File: src/rtl/dmem_port_arbiter.sv
// Data-memory port arbiter: shares one registered memory port between the
// pipeline MEM stage (core) and an external loader/debug requester (ext).
// Each access runs IDLE -> ISSUE -> (WAIT for reads) -> DONE -> IDLE.
// The core wins ties unless ext has already lost STARVE_MAX grants in a row.
module dmem_port_arbiter #(
  parameter int DATA_W     = 32,
  parameter int ADDR_W     = 9,
  parameter int MEM_LAT    = 1,
  parameter int STARVE_MAX = 4
) (
  input  logic              clk,
  input  logic              reset,
  input  logic              core_req,
  input  logic              core_we,
  input  logic [ADDR_W-1:0] core_addr,
  input  logic [DATA_W-1:0] core_wdata,
  output logic              core_stall,
  output logic              core_rvalid,
  output logic [DATA_W-1:0] core_rdata,
  input  logic              ext_req,
  input  logic              ext_we,
  input  logic [ADDR_W-1:0] ext_addr,
  input  logic [DATA_W-1:0] ext_wdata,
  output logic              ext_gnt,
  output logic              ext_done,
  output logic [DATA_W-1:0] ext_rdata,
  output logic              mem_rd,
  output logic              mem_wr,
  output logic [ADDR_W-1:0] mem_addr,
  output logic [DATA_W-1:0] mem_wr_data,
  input  logic [DATA_W-1:0] mem_rd_data
);

  localparam int SC_W  = $clog2(STARVE_MAX + 1);
  localparam int LAT_W = $clog2(MEM_LAT + 1);

  typedef enum logic [1:0] {
    S_IDLE  = 2'd0,
    S_ISSUE = 2'd1,
    S_WAIT  = 2'd2,
    S_DONE  = 2'd3
  } state_t;

  // Owner encoding: 0 = core, 1 = ext
  state_t            r_state;
  logic              r_owner;
  logic              r_we;
  logic [SC_W-1:0]   r_starve_cnt;
  logic [LAT_W-1:0]  r_lat_cnt;
  logic              r_mem_rd;
  logic              r_mem_wr;
  logic [ADDR_W-1:0] r_mem_addr;
  logic [DATA_W-1:0] r_mem_wr_data;
  logic              r_core_rvalid;
  logic [DATA_W-1:0] r_core_rdata;
  logic              r_ext_gnt;
  logic              r_ext_done;
  logic [DATA_W-1:0] r_ext_rdata;

  logic              w_starved;
  logic              w_grant_ext;
  logic              w_grant_core;
  logic              w_grant_any;
  logic              w_sel_we;
  logic [ADDR_W-1:0] w_sel_addr;
  logic [DATA_W-1:0] w_sel_wdata;

  // Arbitration and request mux: ext only wins a tie once it has been starved
  always_comb begin
    w_starved    = (r_starve_cnt == SC_W'(STARVE_MAX));
    w_grant_ext  = ext_req & (~core_req | w_starved);
    w_grant_core = core_req & ~w_grant_ext;
    w_grant_any  = core_req | ext_req;
    w_sel_we     = w_grant_ext ? ext_we    : core_we;
    w_sel_addr   = w_grant_ext ? ext_addr  : core_addr;
    w_sel_wdata  = w_grant_ext ? ext_wdata : core_wdata;
  end

  // Access sequencer: grant, issue strobe, count read latency, pulse completion
  always_ff @(posedge clk) begin
    if (reset) begin
      r_state       <= S_IDLE;
      r_owner       <= 1'b0;
      r_we          <= 1'b0;
      r_starve_cnt  <= '0;
      r_lat_cnt     <= '0;
      r_mem_rd      <= 1'b0;
      r_mem_wr      <= 1'b0;
      r_mem_addr    <= '0;
      r_mem_wr_data <= '0;
      r_core_rvalid <= 1'b0;
      r_core_rdata  <= '0;
      r_ext_gnt     <= 1'b0;
      r_ext_done    <= 1'b0;
      r_ext_rdata   <= '0;
    end else begin
      r_core_rvalid <= 1'b0;
      r_ext_done    <= 1'b0;
      case (r_state)
        S_IDLE: begin
          if (w_grant_ext || !ext_req)
            r_starve_cnt <= '0;
          else if (w_grant_core && !w_starved)
            r_starve_cnt <= r_starve_cnt + 1'b1;
          if (w_grant_any) begin
            r_owner       <= w_grant_ext;
            r_we          <= w_sel_we;
            r_mem_rd      <= ~w_sel_we;
            r_mem_wr      <= w_sel_we;
            r_mem_addr    <= w_sel_addr;
            r_mem_wr_data <= w_sel_wdata;
            r_ext_gnt     <= w_grant_ext;
            r_state       <= S_ISSUE;
          end
        end
        S_ISSUE: begin
          r_mem_rd <= 1'b0;
          r_mem_wr <= 1'b0;
          if (r_we) begin
            r_ext_done <= r_owner;
            r_state    <= S_DONE;
          end else begin
            r_lat_cnt <= LAT_W'(MEM_LAT - 1);
            r_state   <= S_WAIT;
          end
        end
        S_WAIT: begin
          if (r_lat_cnt == '0) begin
            if (r_owner) r_ext_rdata  <= mem_rd_data;
            else         r_core_rdata <= mem_rd_data;
            r_core_rvalid <= ~r_owner;
            r_ext_done    <= r_owner;
            r_state       <= S_DONE;
          end else begin
            r_lat_cnt <= r_lat_cnt - 1'b1;
          end
        end
        S_DONE: begin
          r_ext_gnt <= 1'b0;
          r_state   <= S_IDLE;
        end
        default: r_state <= S_IDLE;
      endcase
    end
  end

  // Stall is released only in the core's DONE cycle; reset forces it to follow core_req
  assign core_stall  = core_req & (reset | ~((r_state == S_DONE) & ~r_owner));
  assign core_rvalid = r_core_rvalid;
  assign core_rdata  = r_core_rdata;
  assign ext_gnt     = r_ext_gnt;
  assign ext_done    = r_ext_done;
  assign ext_rdata   = r_ext_rdata;
  assign mem_rd      = r_mem_rd;
  assign mem_wr      = r_mem_wr;
  assign mem_addr    = r_mem_addr;
  assign mem_wr_data = r_mem_wr_data;

endmodule

File: config.mk
export PLATFORM = sky130hd
export DESIGN_NAME = dmem_port_arbiter
export DESIGN_NICKNAME = d
export VERILOG_FILES = /design/src/rtl/dmem_port_arbiter.sv
export SDC_FILE = /design/constraint.sdc
export NUM_CORES = 1
export LEC_CHECK = 0
export CAP_MARGIN = 5
export CORE_MARGIN = 2
export CORE_UTILIZATION = 40
export DETAILED_ROUTE_END_ITERATION = 10
export HOLD_SLACK_MARGIN = 0.08
export PLACE_DENSITY = 0.8
export SLEW_MARGIN = 20
export SYNTH_ARGS = -nofsm -noshare
export SYNTH_HDL_FRONTEND = slang
export SYNTH_SLANG_ARGS = --single-unit
File: constraint.sdc
create_clock -name clk -period 1.98 [get_ports clk]
set_input_delay 0.297 -clock clk [delete_from_list [all_inputs] [get_ports clk]]
set_output_delay 0.297 -clock clk [all_outputs]
set_load 0.02 [all_outputs]
==> flow_metrics.env, run 1 <==
export IMPL_port_buffers=230
export IMPL_core_area_sq_um=11400
export IMPL_finalClockSkew_ps=6.82
export IMPL_routed_via_density=5.38
export IMPL_post_cts_buffers=0
export IMPL_r2r_setup_slack_ps=260
export IMPL_pin_count=231
export IMPL_synthDistinctLibCells=35
export IMPL_drv_cap=0
export IMPL_vias=5145
export IMPL_dp_cells=925
export IMPL_pwr_share_comb_pct=35.6
export IMPL_hold_path_depth=3
export IMPL_dieArea_sq_um=12600
export IMPL_cts_hold_fix_buffers=0
export IMPL_rsz0062_at_grt="no"
export IMPL_reg2reg_to="mem_wr_data[7]$_SDFFE_PP0P_"
export IMPL_worst_setup_path_type="reg2out"
export IMPL_fp_dieH_microns=112
export IMPL_grt_overflow_total=0
export IMPL_layout_drive_gt1_share_pct=6.76
export IMPL_min_from="reset"
export IMPL_start_kind="flip-flop"
export IMPL_yosys_most_used_dff="dfxtp_1"
export IMPL_final_period_utilization_pct=90.6
export IMPL_yosys_warnings=0
export IMPL_post_cts_resized=1
export IMPL_fillers=918
export IMPL_holdPathEnd="core_rdata[7]$_SDFFE_PP0P_"
export IMPL_first_global_vias=4988
export IMPL_post_route_min_period_ps=1790
export IMPL_powerDensity_nw_per_um2=1280
export IMPL_p_seq_share_pct=32.4
export IMPL_wirelength_microns=15000
export IMPL_clk_latency_ps=400
export IMPL_grt_max_degree=74
export IMPL_critical_path_arrival_ps=1500
export IMPL_rr_startpoint="r_state[0]$_SDFFE_PP0P_"
export IMPL_cp_max_fo=6
export IMPL_initial_core_util_pct=41.0
export IMPL_antennaDiodeCount=0
export IMPL_regArea_sq_um=2340
export IMPL_worstPathCellList="ha_1 > a21boi_0 > dlygate4sd2_1"
export IMPL_cp_end_kind="output pin"
export IMPL_final_hold_violation_count=0
export IMPL_dpl_cell_area_sq_um=7080
export IMPL_final_util_pct=67.4
export IMPL_max_clock_path_buffers=2
export IMPL_rows=39
export IMPL_cts_made_buffers=17
export IMPL_ys_ff_latch=117
export IMPL_synth_edff_count=0
export IMPL_multi_input_area_sq_um=2070
export IMPL_ys_seq_area_share_pct=50.0
export IMPL_hpwl_microns=10200
export IMPL_crit_path_max_incr_delay_ps=350
export IMPL_final_cell_mix="228 x clkdlybuf4s50_1, 135 x nand2_1, 117 x dfxtp_1"
export IMPL_finalSetupViolations=0
export IMPL_crit_required_ps=1680
export IMPL_fin_setup_tns_ps=0
export IMPL_p_int_uw=6560
export IMPL_ir_worst_vdd_v=0.000780
export IMPL_slew_headroom_pct=62.7
export IMPL_worst_pin_slew_ps=558
export IMPL_async_reset_ff_share_pct=0
export IMPL_design_area_sq_um=7700
export IMPL_grt_pass1_wl_microns=24000
export IMPL_max_freq_mhz=557
export IMPL_htree_levels=4
export IMPL_path_clk_slew_ps=50
export IMPL_die_w_microns=112
export IMPL_rr_worst_depth=6
export IMPL_syn_avg_cell_area_sq_um=7.94
export IMPL_synthCells=590
export IMPL_switching_share_pct=33.7
export IMPL_layout_nets=928
export IMPL_drtAntennaViolNets=0
export IMPL_layoutNonFillerInstCount=957
export IMPL_place_congestion=0.852
export IMPL_p_leak_uw=0.00273
export IMPL_track_usage_pct=23.3
export IMPL_syn_nets=717
export IMPL_synth_area_sq_um=4680
export IMPL_cts_tree="built"
export IMPL_clkPwrFrac_pct=32.0
export IMPL_status="finished, final reports clean"
export IMPL_drt_iter0_drc=437
export IMPL_antenna_found_initial=0
export IMPL_drcViolationCount=0
export IMPL_crit_path_top_delay_cell="dfxtp_1"
export IMPL_report_final_slew_viol_count=0
export IMPL_clock_sinks=117
export IMPL_clockRootBuffer="clkbuf_16"
export IMPL_wire_per_inst_microns=15.7
export IMPL_final_common_cell="clkdlybuf4s50_1"
export IMPL_detail_route_first_pass_iterations=5
export IMPL_hold_path_class="in2reg"
export IMPL_syn2layout_area_growth_pct=64.4
export IMPL_p_switching_uw=3330
-- synth_stat cells (2+ instances only) --
cell type | instances | area [sq um]
and2_1 | 2 | 12.5
o21ai_0 | 73 | 365
inv_1 | 6 | 22.5
dfxtp_1 | 117 | 2340
buf_6 | 2 | 22.5
nand2b_1 | 2 | 12.5
a32oi_1 | 2 | 17.5
buf_2 | 22 | 110
a21oi_1 | 68 | 340
o21ai_1 | 13 | 65.1
nand3_1 | 42 | 210
clkbuf_1 | 26 | 97.6
a21boi_0 | 2 | 15.0
nor3_1 | 4 | 20.0
nor2_1 | 7 | 26.3
ha_1 | 7 | 87.6
nand2_1 | 135 | 507
clkbuf_2 | 2 | 10.0
a31oi_1 | 42 | 263
-- worst max-delay path: cells and delay by family, from the launching register on --
| kind | cells | cell delay (ps) |
|---|---|---|
| flops | 1 | 350 |
| buf+inv | 1 | 350 |
| fa+ha+maj | 1 | 250 |
| compound gates | 1 | 150 |
-- cells by family after synthesis --
| family | Yosys count | synth area share [%] |
|---|---|---|
| DFF | 117 | 50.0 |
| muxes | 1 | 0.214 |
| buffers and inverters | 60 | 5.85 |
| AOI/OAI and AO/OA | 207 | 24.2 |
| and+or+nand+nor | 196 | 17.5 |
| xor gates and xnor gates | 2 | 0.374 |
| adders and majority gates | 7 | 1.87 |
-- per-layer routing --
layer,track usage (%),part of all wire [%]
met1,27.5,40
met2,39.8,49
met3,8.26,9.7
met4,7.24,1.2
met5,0,0
-- final cells by class --
class / instances / area share [%]
Clock inverter: 12 / 1.97
Multi-Input combinational cell: 413 / 26.9
Clock buffer: 20 / 6.06
Inverter: 6 / 0.293
Sequential cell: 117 / 30.4
Tap cell: 143 / 2.32
Timing Repair Buffer: 246 / 32.0
-- power groups by stage --
stage	Clock, uW	Sequential, uW	Combinational [uW]
5_1_grt	3320	3270	3780
6_report	3170	3210	3520
4_1_cts	3210	3210	3530
2_1_floorplan	0	3810	1310
3_3_place_gp	0	3220	3430
3_5_place_dp	0	3250	3500
-- flip-flops by register name, summed over array words and instances, names as in the netlist --
| signal | cells |
|---|---|
| mem_wr | 1 |
| r_starve_cnt | 3 |
| core_rvalid | 1 |
| ext_gnt | 1 |
| ext_done | 1 |
| core_rdata | 32 |
| r_state | 2 |
| r_owner | 1 |
| mem_addr | 9 |
| r_we | 1 |
| ext_rdata | 32 |
| mem_rd | 1 |
| mem_wr_data | 32 |
-- per-stage QoR --
| stage | total power (uW) | setup WS (ps) | hold WS, ps |
|---|---|---|---|
| after floorplan | 5120 | 510 | 433 |
| after global placement | 6650 | 84.1 | 440 |
| after detailed placement | 6750 | 62.4 | 446 |
| after CTS | 9940 | 158 | 334 |
| after global routing | 10400 | 69.7 | 355 |
| final | 9890 | 186 | 351 |
-- how the worst max path moves through the flow --
stage	start	end	slack, ps	cells after the start
floorplan	r_state[0]$_SDFFE_PP0P_	r_state[0]$_SDFFE_PP0P_	510	5
global placement	core_req	core_stall	80	3
detailed placement	core_req	core_stall	60	3
CTS	r_state[0]$_SDFFE_PP0P_	core_stall	160	3
global route	r_state[0]$_SDFFE_PP0P_	core_stall	70	3
finish	r_state[0]$_SDFFE_PP0P_	core_stall	190	3
(Power assumes the default switching activity.)
==> run 2: changes to the inputs <==
- CORE_UTILIZATION: 40 -> 45
- DONT_BUFFER_PORTS: unset -> 1
- PLACE_DENSITY: 0.8 -> 0.6
==> run 2 against run 1 <==
Combinational power is 48% lower. Clock-buffer cell count is 2 lower. Critical path type unchanged. Register-to-register slack better by 40 ps. Sequential share of layout area is 5.5 points higher. Sequential power is 22% higher. Worst setup slack better by 1.3 ps. Flip-flop and latch count stayed put. Core utilization is 3.8 points lower. Fmax hardly changed. Global-route usage is 1.7 points higher.
==> flow_metrics.env, run 2 (synthesized netlist as in run 1, its figures left out) <==
export IMPL_final_common_cell="nand2_1"
export IMPL_grt_overflow_total=0
export IMPL_holdPathEnd="mem_wr$_SDFFE_PP0P_"
export IMPL_antennaDiodeCount=0
export IMPL_grt_busiest_layer="met2"
export IMPL_wire_per_inst_microns=17.1
export IMPL_max_clock_path_buffers=2
export IMPL_rr_startpoint="r_state[0]$_SDFFE_PP0P_"
export IMPL_post_route_min_period_ps=1790
export IMPL_drtAntennaViolNets=0
export IMPL_worst_setup_path_type="reg2out"
export IMPL_final_util_pct=63.7
export IMPL_drv_cap=0
export IMPL_max_freq_mhz=558
export IMPL_clock_sinks=117
export IMPL_layout_drive_gt1_share_pct=7.17
export IMPL_critical_path_arrival_ps=1500
export IMPL_clockRootBuffer="clkbuf_8"
export IMPL_rows=37
export IMPL_port_buffers=0
export IMPL_ir_worst_vdd_v=0.000729
export IMPL_wirelength_microns=14300
export IMPL_core_area_sq_um=10200
export IMPL_routed_via_density=5.60
export IMPL_place_ws_ps=344
export IMPL_start_kind="flip-flop"
export IMPL_globalRouteMet1Util_pct=26.6
export IMPL_status="finished, final reports clean"
export IMPL_syn2layout_area_growth_pct=39.1
export IMPL_hpwl_microns=8170
export IMPL_use_met2_pct=42.9
export IMPL_finalClockSkew_ps=18.8
export IMPL_rr_worst_depth=6
export IMPL_clk_latency_ps=520
export IMPL_initial_core_util_pct=45.8
export IMPL_slew_headroom_pct=68.6
export IMPL_pin_count=231
export IMPL_hold_path_depth=2
export IMPL_first_global_vias=4624
export IMPL_use_met3_pct=9.99
export IMPL_total_power_uw=8740
export IMPL_grt_pass1_wl_microns=22300
export IMPL_setup_slack_ps=187
export IMPL_worst_hold_slack_ps=99.1
export IMPL_fin_setup_tns_ps=0
export IMPL_min_from="core_we"
export IMPL_report_final_slew_viol_count=0
export IMPL_crit_required_ps=1680
export IMPL_grt_max_degree=74
export IMPL_powerDensity_nw_per_um2=1340
export IMPL_reg2reg_to="mem_wr_data[11]$_SDFFE_PP0P_"
export IMPL_cp_end_kind="output pin"
export IMPL_vias=4663
export IMPL_final_cell_mix="135 x nand2_1, 117 x dfxtp_1, 116 x dlygate4sd3_1"
export IMPL_die_w_microns=106
export IMPL_r2r_setup_slack_ps=300
export IMPL_final_period_utilization_pct=90.5
export IMPL_rsz0062_at_grt="no"
export IMPL_worst_pin_slew_ps=471
export IMPL_track_usage_pct=25.0
export IMPL_place_congestion=0.772
export IMPL_antenna_found_initial=0
export IMPL_drt_iter0_drc=369
export IMPL_path_clk_slew_ps=60
export IMPL_detail_route_first_pass_iterations=5
export IMPL_final_hold_violation_count=0
export IMPL_finalSetupViolations=0
export IMPL_fp_dieH_microns=106
export IMPL_layout_nets=811
export IMPL_htree_levels=4
export IMPL_cts_made_buffers=17
export IMPL_cp_max_fo=6
export IMPL_hold_path_class="in2reg"
export IMPL_cts_tree="built"
export IMPL_p_leak_uw=0.00233
export IMPL_drcViolationCount=0
export IMPL_dieArea_sq_um=11200
-- run 2: changes by cell type in the layout (fill, tap and decap cells not counted), sizes merged --
| cell | change |
|---|---|
| dlygate4sd3 | +116 |
| dlygate4sd2 | -1 |
| buf | -4 |
| clkbuf | -2 |
| clkinv | +3 |
| clkdlybuf4s50 | -228 |
| inv | -1 |
-- run 2: routing by layer --
layer | part of all wire, % | wire length (microns)
met1 | 38 | 5430
met3 | 9.5 | 1350
met2 | 50 | 7170
met5 | 0 | 0
met4 | 2.1 | 305
-- run 2: worst max-delay path by stage --
stage / startpoint / to / slack [ps] / cells past startpoint
2_1_floorplan: r_state[0]$_SDFFE_PP0P_ / r_state[0]$_SDFFE_PP0P_ / 510 / 5
3_3_place_gp: r_state[0]$_SDFFE_PP0P_ / r_state[0]$_SDFFE_PP0P_ / 430 / 5
3_5_place_dp: r_state[0]$_SDFFE_PP0P_ / mem_wr_data[20]$_SDFFE_PP0P_ / 340 / 6
4_1_cts: r_state[0]$_SDFFE_PP0P_ / core_stall / 70 / 3
5_1_grt: r_state[0]$_SDFFE_PP0P_ / core_stall / 80 / 3
6_report: r_state[0]$_SDFFE_PP0P_ / core_stall / 190 / 3
-- run 2: area by class of cell --
cell class | count | area [sq um]
clock inverter | 14 | 161
clock buffer | 18 | 418
multi-input combinational | 413 | 2070
tap | 136 | 170
timing repair buffer | 129 | 1330
fill | 860 | 3720
inverter | 6 | 22.5
sequential | 117 | 2340
-- run 2: per-stage QoR --
stage | instances | instance area (sq um)
6_report | 833 | 6510
3_5_place_dp | 683 | 4730
5_1_grt | 833 | 6510
4_1_cts | 833 | 6510
3_3_place_gp | 683 | 4730
2_1_floorplan | 590 | 4680
-- run 2: where the power goes --
group | internal (uW) | leakage, uW | switching [uW]
Clock | 1900 | 0.000284 | 1080
Sequential | 2900 | 0.000956 | 1020
Combinational | 746 | 0.00109 | 1090
Total | 5550 | 0.00233 | 3190
-- run 2: critical path, cell delays in order (launching register included) --
cell and delay [ps]:
dfxtp_1 350, ha_1 250, a21boi_1 190, buf_4 180
-- run 2: repair_timing --
item                       in CTS  in global routing
hold endpoints to repair      115                  0
hold buffers                  118                  0
buffers inserted                0                  0
setup endpoints to repair       0                  1
resized for setup               0                  1
